$ cat src/rtl/uart_tx_serializer.sv
// UART transmit serializer: pops one byte from the TX FIFO and sends it as
// start, 7/8 data bits LSB-first, optional parity and one stop bit.
module uart_tx_serializer #(
  parameter int FIFO_LAT = 2,
  parameter int OS_RATE  = 16
) (
  input  logic       clock,
  input  logic       reset_n,
  input  logic       baud_en,
  input  logic       bit8,
  input  logic       parity_en,
  input  logic       odd_n_even,
  input  logic       fifo_empty,
  input  logic [7:0] fifo_data,
  output logic       fifo_read_n,
  output logic       tx,
  output logic       tx_busy,
  output logic       tx_done
);

  localparam int OS_W = $clog2(OS_RATE);
  localparam logic [OS_W-1:0] OS_LAST = OS_W'(OS_RATE - 1);
  localparam logic [1:0] WAIT_LAST = 2'((FIFO_LAT > 1) ? (FIFO_LAT - 2) : 0);

  typedef enum logic [2:0] {
    IDLE, READ, WAIT, LOAD, START, DATA, PARITY, STOP
  } state_t;

  state_t          state;
  logic [OS_W-1:0] os_cnt;
  logic [2:0]      bit_cnt;
  logic [1:0]      wait_cnt;
  logic [7:0]      shift_reg;
  logic            cfg_bit8;
  logic            cfg_parity_en;
  logic            parity_bit;
  logic            timed_state;
  logic            bit_end;

  assign timed_state = (state == START) || (state == DATA) ||
                       (state == PARITY) || (state == STOP);
  assign bit_end = baud_en && (os_cnt == OS_LAST);
  assign tx_busy = (state != IDLE);

  always_ff @(posedge clock or negedge reset_n) begin
    if (!reset_n) begin
      state         <= IDLE;
      os_cnt        <= '0;
      bit_cnt       <= '0;
      wait_cnt      <= '0;
      shift_reg     <= '0;
      cfg_bit8      <= 1'b0;
      cfg_parity_en <= 1'b0;
      parity_bit    <= 1'b0;
      fifo_read_n   <= 1'b1;
      tx            <= 1'b1;
      tx_done       <= 1'b0;
    end else begin
      tx_done     <= 1'b0;
      fifo_read_n <= 1'b1;

      if (timed_state && baud_en) begin
        os_cnt <= bit_end ? '0 : os_cnt + 1'b1;
      end

      // tx follows the state one clock later, so it only ever changes on an edge
      case (state)
        START:   tx <= 1'b0;
        DATA:    tx <= shift_reg[0];
        PARITY:  tx <= parity_bit;
        default: tx <= 1'b1;
      endcase

      case (state)
        IDLE: begin
          if (!fifo_empty) begin
            state       <= READ;
            fifo_read_n <= 1'b0;
          end
        end
        READ: begin
          wait_cnt <= '0;
          state    <= (FIFO_LAT == 1) ? LOAD : WAIT;
        end
        WAIT: begin
          if (wait_cnt == WAIT_LAST) begin
            state <= LOAD;
          end else begin
            wait_cnt <= wait_cnt + 2'd1;
          end
        end
        LOAD: begin
          shift_reg     <= fifo_data;
          cfg_bit8      <= bit8;
          cfg_parity_en <= parity_en;
          parity_bit    <= (bit8 ? ^fifo_data : ^fifo_data[6:0]) ^ odd_n_even;
          os_cnt        <= '0;
          bit_cnt       <= '0;
          state         <= START;
        end
        START: begin
          if (bit_end) begin
            state <= DATA;
          end
        end
        DATA: begin
          if (bit_end) begin
            shift_reg <= {1'b0, shift_reg[7:1]};
            if (bit_cnt == (cfg_bit8 ? 3'd7 : 3'd6)) begin
              bit_cnt <= '0;
              state   <= cfg_parity_en ? PARITY : STOP;
            end else begin
              bit_cnt <= bit_cnt + 3'd1;
            end
          end
        end
        PARITY: begin
          if (bit_end) begin
            state <= STOP;
          end
        end
        STOP: begin
          if (bit_end) begin
            tx_done     <= 1'b1;
            fifo_read_n <= fifo_empty;
            state       <= fifo_empty ? IDLE : READ;
          end
        end
        default: state <= IDLE;
      endcase
    end
  end

endmodule

$ cat config.mk
export PLATFORM = sky130hd
export DESIGN_NAME = uart_tx_serializer
export DESIGN_NICKNAME = d
export VERILOG_FILES = /design/src/rtl/uart_tx_serializer.sv
export SDC_FILE = /design/constraint.sdc
export NUM_CORES = 1
export LEC_CHECK = 0
export CAP_MARGIN = 10
export CORE_ASPECT_RATIO = 0.75
export CORE_MARGIN = 2
export CORE_UTILIZATION = 56
export CTS_BUF_LIST = sky130_fd_sc_hd__clkbuf_8
export DETAILED_ROUTE_END_ITERATION = 10
export PLACE_DENSITY = 0.79
export SYNTH_ARGS = -nofsm -noshare
export SYNTH_HDL_FRONTEND = slang
export SYNTH_SLANG_ARGS = --single-unit
$ cat constraint.sdc
create_clock -name clock -period 2.8 [get_ports clock]
set_input_delay 0.7 -clock clock [delete_from_list [all_inputs] [get_ports clock]]
set_output_delay 0.7 -clock clock [all_outputs]
set_load 0.02 [all_outputs]
==> flow_metrics.py, run 1 <==
metrics = {
    "grt": {
        "grt_pass1_wl_um": 5100,
        "overflow": 0,
        "grt_antenna_before_repair": 0,
        "grt_pass1_vias": 1117,
        "grt_usage": 0.228,
        "grt_max_degree": 27,
    },
    "sta": {
        "finalHoldViolations": 0,
        "max_freq_mhz": 414,
        "fin_crit_sh": 0.863,
        "holdWs_ns": 0.491,
        "tns_ns": 0,
        "slew_headroom": 0.658,
        "worst_clock_skew_ns": 0.00468,
        "setup_viol_count_final": 0,
        "finalMaxSlewViolations": 0,
        "rsz0062_at_grt": "false",
        "finalCriticalPeriod_ns": 2.42,
        "tightest_slew_ns": 0.511,
    },
    "cells_and_area": {
        "area_delta_synth_final_pct": 18.8,
        "finish.utilization": 0.724,
        "nNetsFinal": 189,
        "antennaDiodeCount": 0,
        "layout.cells.non_filler": 200,
        "largest_register_ffs": 8,
        "drive_gt1_frac": 0.0904,
        "fillers": 186,
    },
    "floorplan": {
        "io_pins": 19,
        "core_um2": 2360,
        "die-area_um2": 3000,
        "die_width_um": 62.6,
        "row_count": 15,
        "die_h_um": 47.9,
        "start_util": 0.610,
    },
    "yosys": {
        "syn_inst": 146,
        "yosysTopAreaCell": "dfrtp_1",
        "synth_top_area_frac": 0.417,
        "synth_area_um2": 1440,
        "synth.most_common_cell": "dfrtp_1",
        "synthArstFlopShare": 1.00,
        "synthFlopType": "dfrtp_1",
        "ys_top_cells_by_count": "24 x dfrtp_1, 17 x nand2_1, 13 x nor2_1, 11 x a21oi_1",
        "ys_seq_elements": 26,
        "synth_top_cells_by_area": "dfrtp_1 42%, ha_1 6.1%, mux2i_1 5.6%",
        "synth_nets": 168,
        "synth_enable_flop_cells": 0,
        "synth_area_per_cell_um2": 9.87,
        "netlist-cell-type-count": 38,
        "ys_warn_count": 0,
        "synth-seq-area-share": 0.453,
    },
    "worst_setup_path": {
        "path_max_fanout": 5,
        "r2r_slack_ns": 0.66,
        "crit_path_start_kind": "flop",
        "critPathKind": "reg2out",
        "r2r-end": "state[0]$_DFFE_PN0P_",
        "r2r_start": "state[0]$_DFFE_PN0P_",
        "crit_arrival_ns": 1.72,
        "r2r.worst_path.cells": 5,
        "end_kind": "primary output",
        "worstPathRequired_ns": 2.10,
    },
    "routing": {
        "top_layer": "met4",
        "drtIter0Drc": 62,
        "wl_per_cell_um": 15.1,
        "vias_per_cell": 5.71,
        "drc_errors": 0,
        "vias": 1142,
        "dr_wl_met2_um": 1590,
        "met1_length_um": 1300,
        "antenna_left": 0,
        "drt-pass1-iter-count": 6,
        "wl_um": 3020,
        "wl_met3_um": 110,
    },
    "power_and_ir_drop": {
        "leakagePower_nw": 0.804,
        "power-per-cell-area_nw_per_um2": 942,
        "vdd_ir_drop_max_v": 0.000591,
    },
    "clock_network": {
        "cts_made_buffers": 3,
        "cts-resized-gates": 0,
        "clock-sinks": 26,
        "clkLatencyLatePin_ns": 0.27,
        "tritoncts": "done",
        "postCtsHoldBufs": 0,
        "h-tree-depth": 1,
        "path_clk_slew_ns": 0.09,
        "root_buffer": "clkbuf_8",
        "cts_setup_buffers": 0,
        "clockBufferDepth": 2,
    },
    "placed_design": {
        "dp_hpwl_um": 2260,
        "portBuffers": 18,
        "routabilityCongestion": 0.829,
        "place_inst": 196,
    },
    "hold_path": {
        "min-delay-start": "cfg_parity_en$_DFFE_PN0P_",
        "min_to": "cfg_parity_en$_DFFE_PN0P_",
        "hold_path_depth": 2,
        "hp-class": "reg2reg",
    },
    "outcome": {
        "status": "finished, final reports clean",
    },
    "job": {
        "cap_violations": 0,
    },
}
metrics by stage:
step	power, mW	cell area [um2]	worst slack, ns
floorplan	1.18	1440	0.782
global placement	1.33	1660	0.501
detailed placement	1.37	1660	0.440
CTS	1.62	1710	0.366
global route	1.74	1710	0.279
finish	1.61	1710	0.382
worst max-delay path, stage by stage (launching register included):
cell and delay (ns):
dfrtp_1 0.40, inv_1 0.07, ha_1 0.25, nand2b_1 0.12, clkdlybuf4s50_1 0.61
metal layers:
metal,global-route usage,up-vias
li1,-,551
met2,0.449,25
met1,0.270,562
met4,0.0533,0
met5,0,-
met3,0.0447,4
worst max-delay path by stage:
stage	slack [ns]	end	depth (start not counted)	start
2_1_floorplan	0.78	state[0]$_DFFE_PN0P_	6	state[1]$_DFFE_PN0P_
3_3_place_gp	0.50	state[0]$_DFFE_PN0P_	4	baud_en
3_5_place_dp	0.44	state[0]$_DFFE_PN0P_	4	baud_en
4_1_cts	0.37	tx_busy	4	state[0]$_DFFE_PN0P_
5_1_grt	0.28	tx_busy	4	state[0]$_DFFE_PN0P_
6_report	0.38	tx_busy	4	state[0]$_DFFE_PN0P_
layout by cell type, fill, tap and decap left out, drive strengths merged, types with 2 or more instances in the layout:
master | synthesis | routed
xnor2 | 6 | 6
dfstp | 2 | 2
o21ai | 8 | 8
nor2 | 13 | 13
clkbuf | 1 | 4
a22o | 3 | 3
a22oi | 2 | 2
nand2b | 3 | 3
clkdlybuf4s50 | 0 | 18
mux2 | 3 | 3
nand2 | 18 | 18
inv | 8 | 8
a21oi | 11 | 11
nor2b | 2 | 2
a21o | 2 | 2
or3 | 2 | 2
a32o | 2 | 2
buf | 4 | 3
a31oi | 2 | 2
ha | 7 | 7
nand3 | 5 | 5
dfrtp | 24 | 24
mux2i | 8 | 8
cell type report:
cell class                 count  area (um2)  area share
clock buffer                   4        55.1      0.0321
inverter                       8        30.0      0.0175
multi-input combinational    107         729       0.426
sequential                    26         653       0.381
tap                           34        42.5      0.0248
timing repair buffer          21         203       0.118
logic make-up (layout without fill, tap and decap cells):
| kind of cell | after synthesis | after routing | synth area share |
|---|---|---|---|
| xor+xnor | 8 | 8 | 0.0582 |
| fa+ha+maj | 7 | 7 | 0.0608 |
| flops | 26 | 26 | 0.453 |
| buf+inv | 13 | 33 | 0.0408 |
| compound gates | 34 | 34 | 0.157 |
| mux | 11 | 11 | 0.0790 |
| simple gates | 47 | 47 | 0.151 |
report_power, final:
| part | total (mW) | internal [mW] | switching [mW] | leakage [nW] |
|---|---|---|---|---|
| registers | 0.606 | 0.514 | 0.0927 | 0.321 |
| clock network | 0.239 | 0.126 | 0.113 | 0.0288 |
| logic | 0.767 | 0.342 | 0.425 | 0.455 |
Power figures use the tool's default switching activity.
==> run 2: changes to the inputs <==
--- a/config.mk
+++ b/config.mk
@@ -5,12 +5,14 @@
 export SDC_FILE = /design/constraint.sdc
 export NUM_CORES = 1
 export LEC_CHECK = 0
-export CAP_MARGIN = 10
+export CAP_MARGIN = 20
 export CORE_ASPECT_RATIO = 0.75
 export CORE_MARGIN = 2
 export CORE_UTILIZATION = 56
 export CTS_BUF_LIST = sky130_fd_sc_hd__clkbuf_8
 export DETAILED_ROUTE_END_ITERATION = 10
+export GPL_TIMING_DRIVEN = 0
+export MAX_ROUTING_LAYER = met4
 export PLACE_DENSITY = 0.79
 export SYNTH_ARGS = -nofsm -noshare
 export SYNTH_HDL_FRONTEND = slang
==> run 2 against run 1 <==
Against the previous run: final cell count up 1.5%; count of clock-buffer cells in the layout stayed put; hold slack improved by 0.00050 ns; flip-flop and latch count unchanged; global-route usage fell by 0.91 points; register-to-register slack worse by 0.02 ns; utilization grew 1.4 points; sequential power down 1%; worst setup slack gained 0.0055 ns; non-clock buffer count grew 3; die area unchanged.
==> flow_metrics.py, run 2 (same netlist as run 1, synthesis figures left out) <==
metrics = {
    "outcome": {
        "status": "finished, final reports clean",
    },
    "clock_network": {
        "cts-resized-gates": 0,
        "postCtsHoldBufs": 0,
        "clockBufferDepth": 2,
        "tritoncts": "done",
        "clock-sinks": 26,
        "root_buffer": "clkbuf_8",
        "clkLatencyLatePin_ns": 0.27,
        "h-tree-depth": 1,
        "path_clk_slew_ns": 0.08,
        "cts_setup_buffers": 0,
        "cts_made_buffers": 3,
    },
    "hold_path": {
        "hold_path_depth": 2,
        "hp-class": "reg2reg",
    },
    "power_and_ir_drop": {
        "power-per-cell-area_nw_per_um2": 921,
        "power_frac_seq": 0.372,
        "leakagePower_nw": 0.820,
        "p_sw_frac": 0.382,
        "switchingPower_mw": 0.614,
        "vdd_ir_drop_max_v": 0.000507,
        "p_int_mw": 0.995,
        "p_clk_frac": 0.144,
        "power_frac_comb": 0.484,
    },
    "cells_and_area": {
        "largest_register_ffs": 8,
        "stdcell_area_um2": 1750,
        "mostFrequentLayoutCells": "24 x dfrtp_1, 18 x clkdlybuf4s50_1, 17 x nand2_1",
        "area_delta_synth_final_pct": 21.2,
        "antennaDiodeCount": 0,
        "drive_gt1_frac": 0.0947,
        "layout.cells.non_filler": 203,
        "final_common_cell": "dfrtp_1",
        "nNetsFinal": 192,
    },
    "sta": {
        "tightest_slew_ns": 0.558,
        "max_freq_mhz": 415,
        "finalMaxSlewViolations": 0,
        "setup_viol_count_final": 0,
        "slew_headroom": 0.627,
        "finalCriticalPeriod_ns": 2.41,
        "rsz0062_at_grt": "false",
        "worst_clock_skew_ns": 0.00620,
        "tns_ns": 0,
        "finalHoldViolations": 0,
        "fin_crit_sh": 0.861,
        "holdWs_ns": 0.492,
    },
    "worst_setup_path": {
        "crit_path_end": "tx_busy",
        "slowest_stage": "clkdlybuf4s50_1",
        "crit_arrival_ns": 1.71,
        "crit_path_start_kind": "flop",
        "slowest_delay_ns": 0.61,
        "end_kind": "primary output",
        "crit_chain": "inv_1 -> ha_1 -> nand2b_1 -> clkdlybuf4s50_1",
        "critPathKind": "reg2out",
        "setup.worst_path.start": "state[0]$_DFFE_PN0P_",
        "critical_path.top_delay_family": "buffers and inverters",
        "worstPathRequired_ns": 2.10,
        "r2r-end": "state[0]$_DFFE_PN0P_",
        "r2r_start": "state[0]$_DFFE_PN0P_",
        "path_max_fanout": 5,
        "crit_buf_inv": 2,
        "r2r.worst_path.cells": 5,
        "cp_num_cells": 4,
        "r2r_slack_ns": 0.64,
    },
    "routing": {
        "vias": 1093,
        "antenna_left": 0,
        "drtIter0Drc": 107,
        "wl_per_cell_um": 13.6,
        "wl_um": 2760,
        "drt-pass1-iter-count": 4,
        "vias_per_cell": 5.38,
        "drc_errors": 0,
    },
    "placed_design": {
        "dp_hpwl_um": 2230,
        "portBuffers": 18,
        "place_area_um2": 1690,
        "routabilityCongestion": 0.848,
        "place_inst": 199,
    },
    "grt": {
        "grt_usage": 0.218,
        "grt_pass1_vias": 1060,
        "overflow": 0,
        "grt_max_degree": 17,
        "grt_antenna_before_repair": 0,
        "grt_pass1_wl_um": 4740,
    },
    "floorplan": {
        "die_width_um": 62.6,
        "io_pins": 19,
        "start_util": 0.610,
        "core_um2": 2360,
        "row_count": 15,
        "die_h_um": 47.9,
        "die-area_um2": 3000,
    },
    "job": {
        "cap_violations": 0,
    },
}
-- run 2: changes by cell type in the layout (fill, tap and decap cells not counted), sizes merged --
cell and change:
buf +2, clkbuf +1
-- run 2: layout make-up --
cell class | instances | area [um2]
Multi-Input combinational cell | 107 | 729
Timing Repair Buffer | 19 | 208
Buffer | 5 | 28.8
Fill cell | 181 | 618
Sequential cell | 26 | 653
Tap cell | 34 | 42.5
Clock buffer | 4 | 55.1
Inverter | 8 | 30.0
-- run 2: worst min-delay path by stage --
stage / startpoint / endpoint / slack (ns)
6_report: cfg_parity_en$_DFFE_PN0P_ / cfg_parity_en$_DFFE_PN0P_ / 0.49
5_1_grt: cfg_parity_en$_DFFE_PN0P_ / cfg_parity_en$_DFFE_PN0P_ / 0.51
4_1_cts: cfg_parity_en$_DFFE_PN0P_ / cfg_parity_en$_DFFE_PN0P_ / 0.49
3_5_place_dp: cfg_parity_en$_DFFE_PN0P_ / cfg_parity_en$_DFFE_PN0P_ / 0.47
3_3_place_gp: cfg_parity_en$_DFFE_PN0P_ / cfg_parity_en$_DFFE_PN0P_ / 0.47
2_1_floorplan: reset_n / bit_cnt[0]$_DFFE_PN0P_ / 0.40
-- run 2: metal layers --
metal | GRT usage | vias up | part of all wire
met4 | 0.0578 | 0 | 0.0029
met2 | 0.366 | 27 | 0.49
met1 | 0.279 | 503 | 0.46
met3 | 0.0471 | 3 | 0.048
met5 | - | - | 0
li1 | - | 560 | -
-- run 2: worst register-to-register path, stage by stage, from the launching register on --
cell      delay, ns
dfrtp_1        0.40
inv_1          0.08
ha_1           0.25
or4_4          0.57
a311oi_2       0.38
mux2_1         0.36
-- run 2: per-stage QoR --
| step | power [mW] | util | setup WS, ns |
|---|---|---|---|
| 3_3_place_gp | 1.34 | 0.704 | 0.295 |
| 6_report | 1.61 | 0.739 | 0.388 |
| 4_1_cts | 1.62 | 0.739 | 0.382 |
| 5_1_grt | 1.74 | 0.739 | 0.304 |
| 2_1_floorplan | 1.18 | - | 0.782 |
| 3_5_place_dp | 1.38 | 0.715 | 0.289 |
-- run 2: power groups by stage --
| stage | logic (mW) | registers (mW) | clock network, mW |
|---|---|---|---|
| final | 0.779 | 0.598 | 0.232 |
| after global routing | 0.871 | 0.614 | 0.257 |
| after CTS | 0.782 | 0.598 | 0.237 |
| after detailed placement | 0.777 | 0.605 | 0 |
| after global placement | 0.747 | 0.598 | 0 |
| after floorplan | 0.589 | 0.591 | 0 |
==> run 3: changes to the inputs <==
==> constraint.sdc (replaced) <==
create_clock -name clock -period 2.8 [get_ports clock]
set_input_delay 0.56 -clock clock [delete_from_list [all_inputs] [get_ports clock]]
set_output_delay 0.56 -clock clock [all_outputs]
set_load 0.02 [all_outputs]
==> results of run 3 <==
Same layout as run 2 (identical final DEF). Status: finished, final reports clean.
Main changes from that run: setup slack after placement 0.289 ns -> 0.429 ns; setup slack after layout 0.388 ns -> 0.528 ns
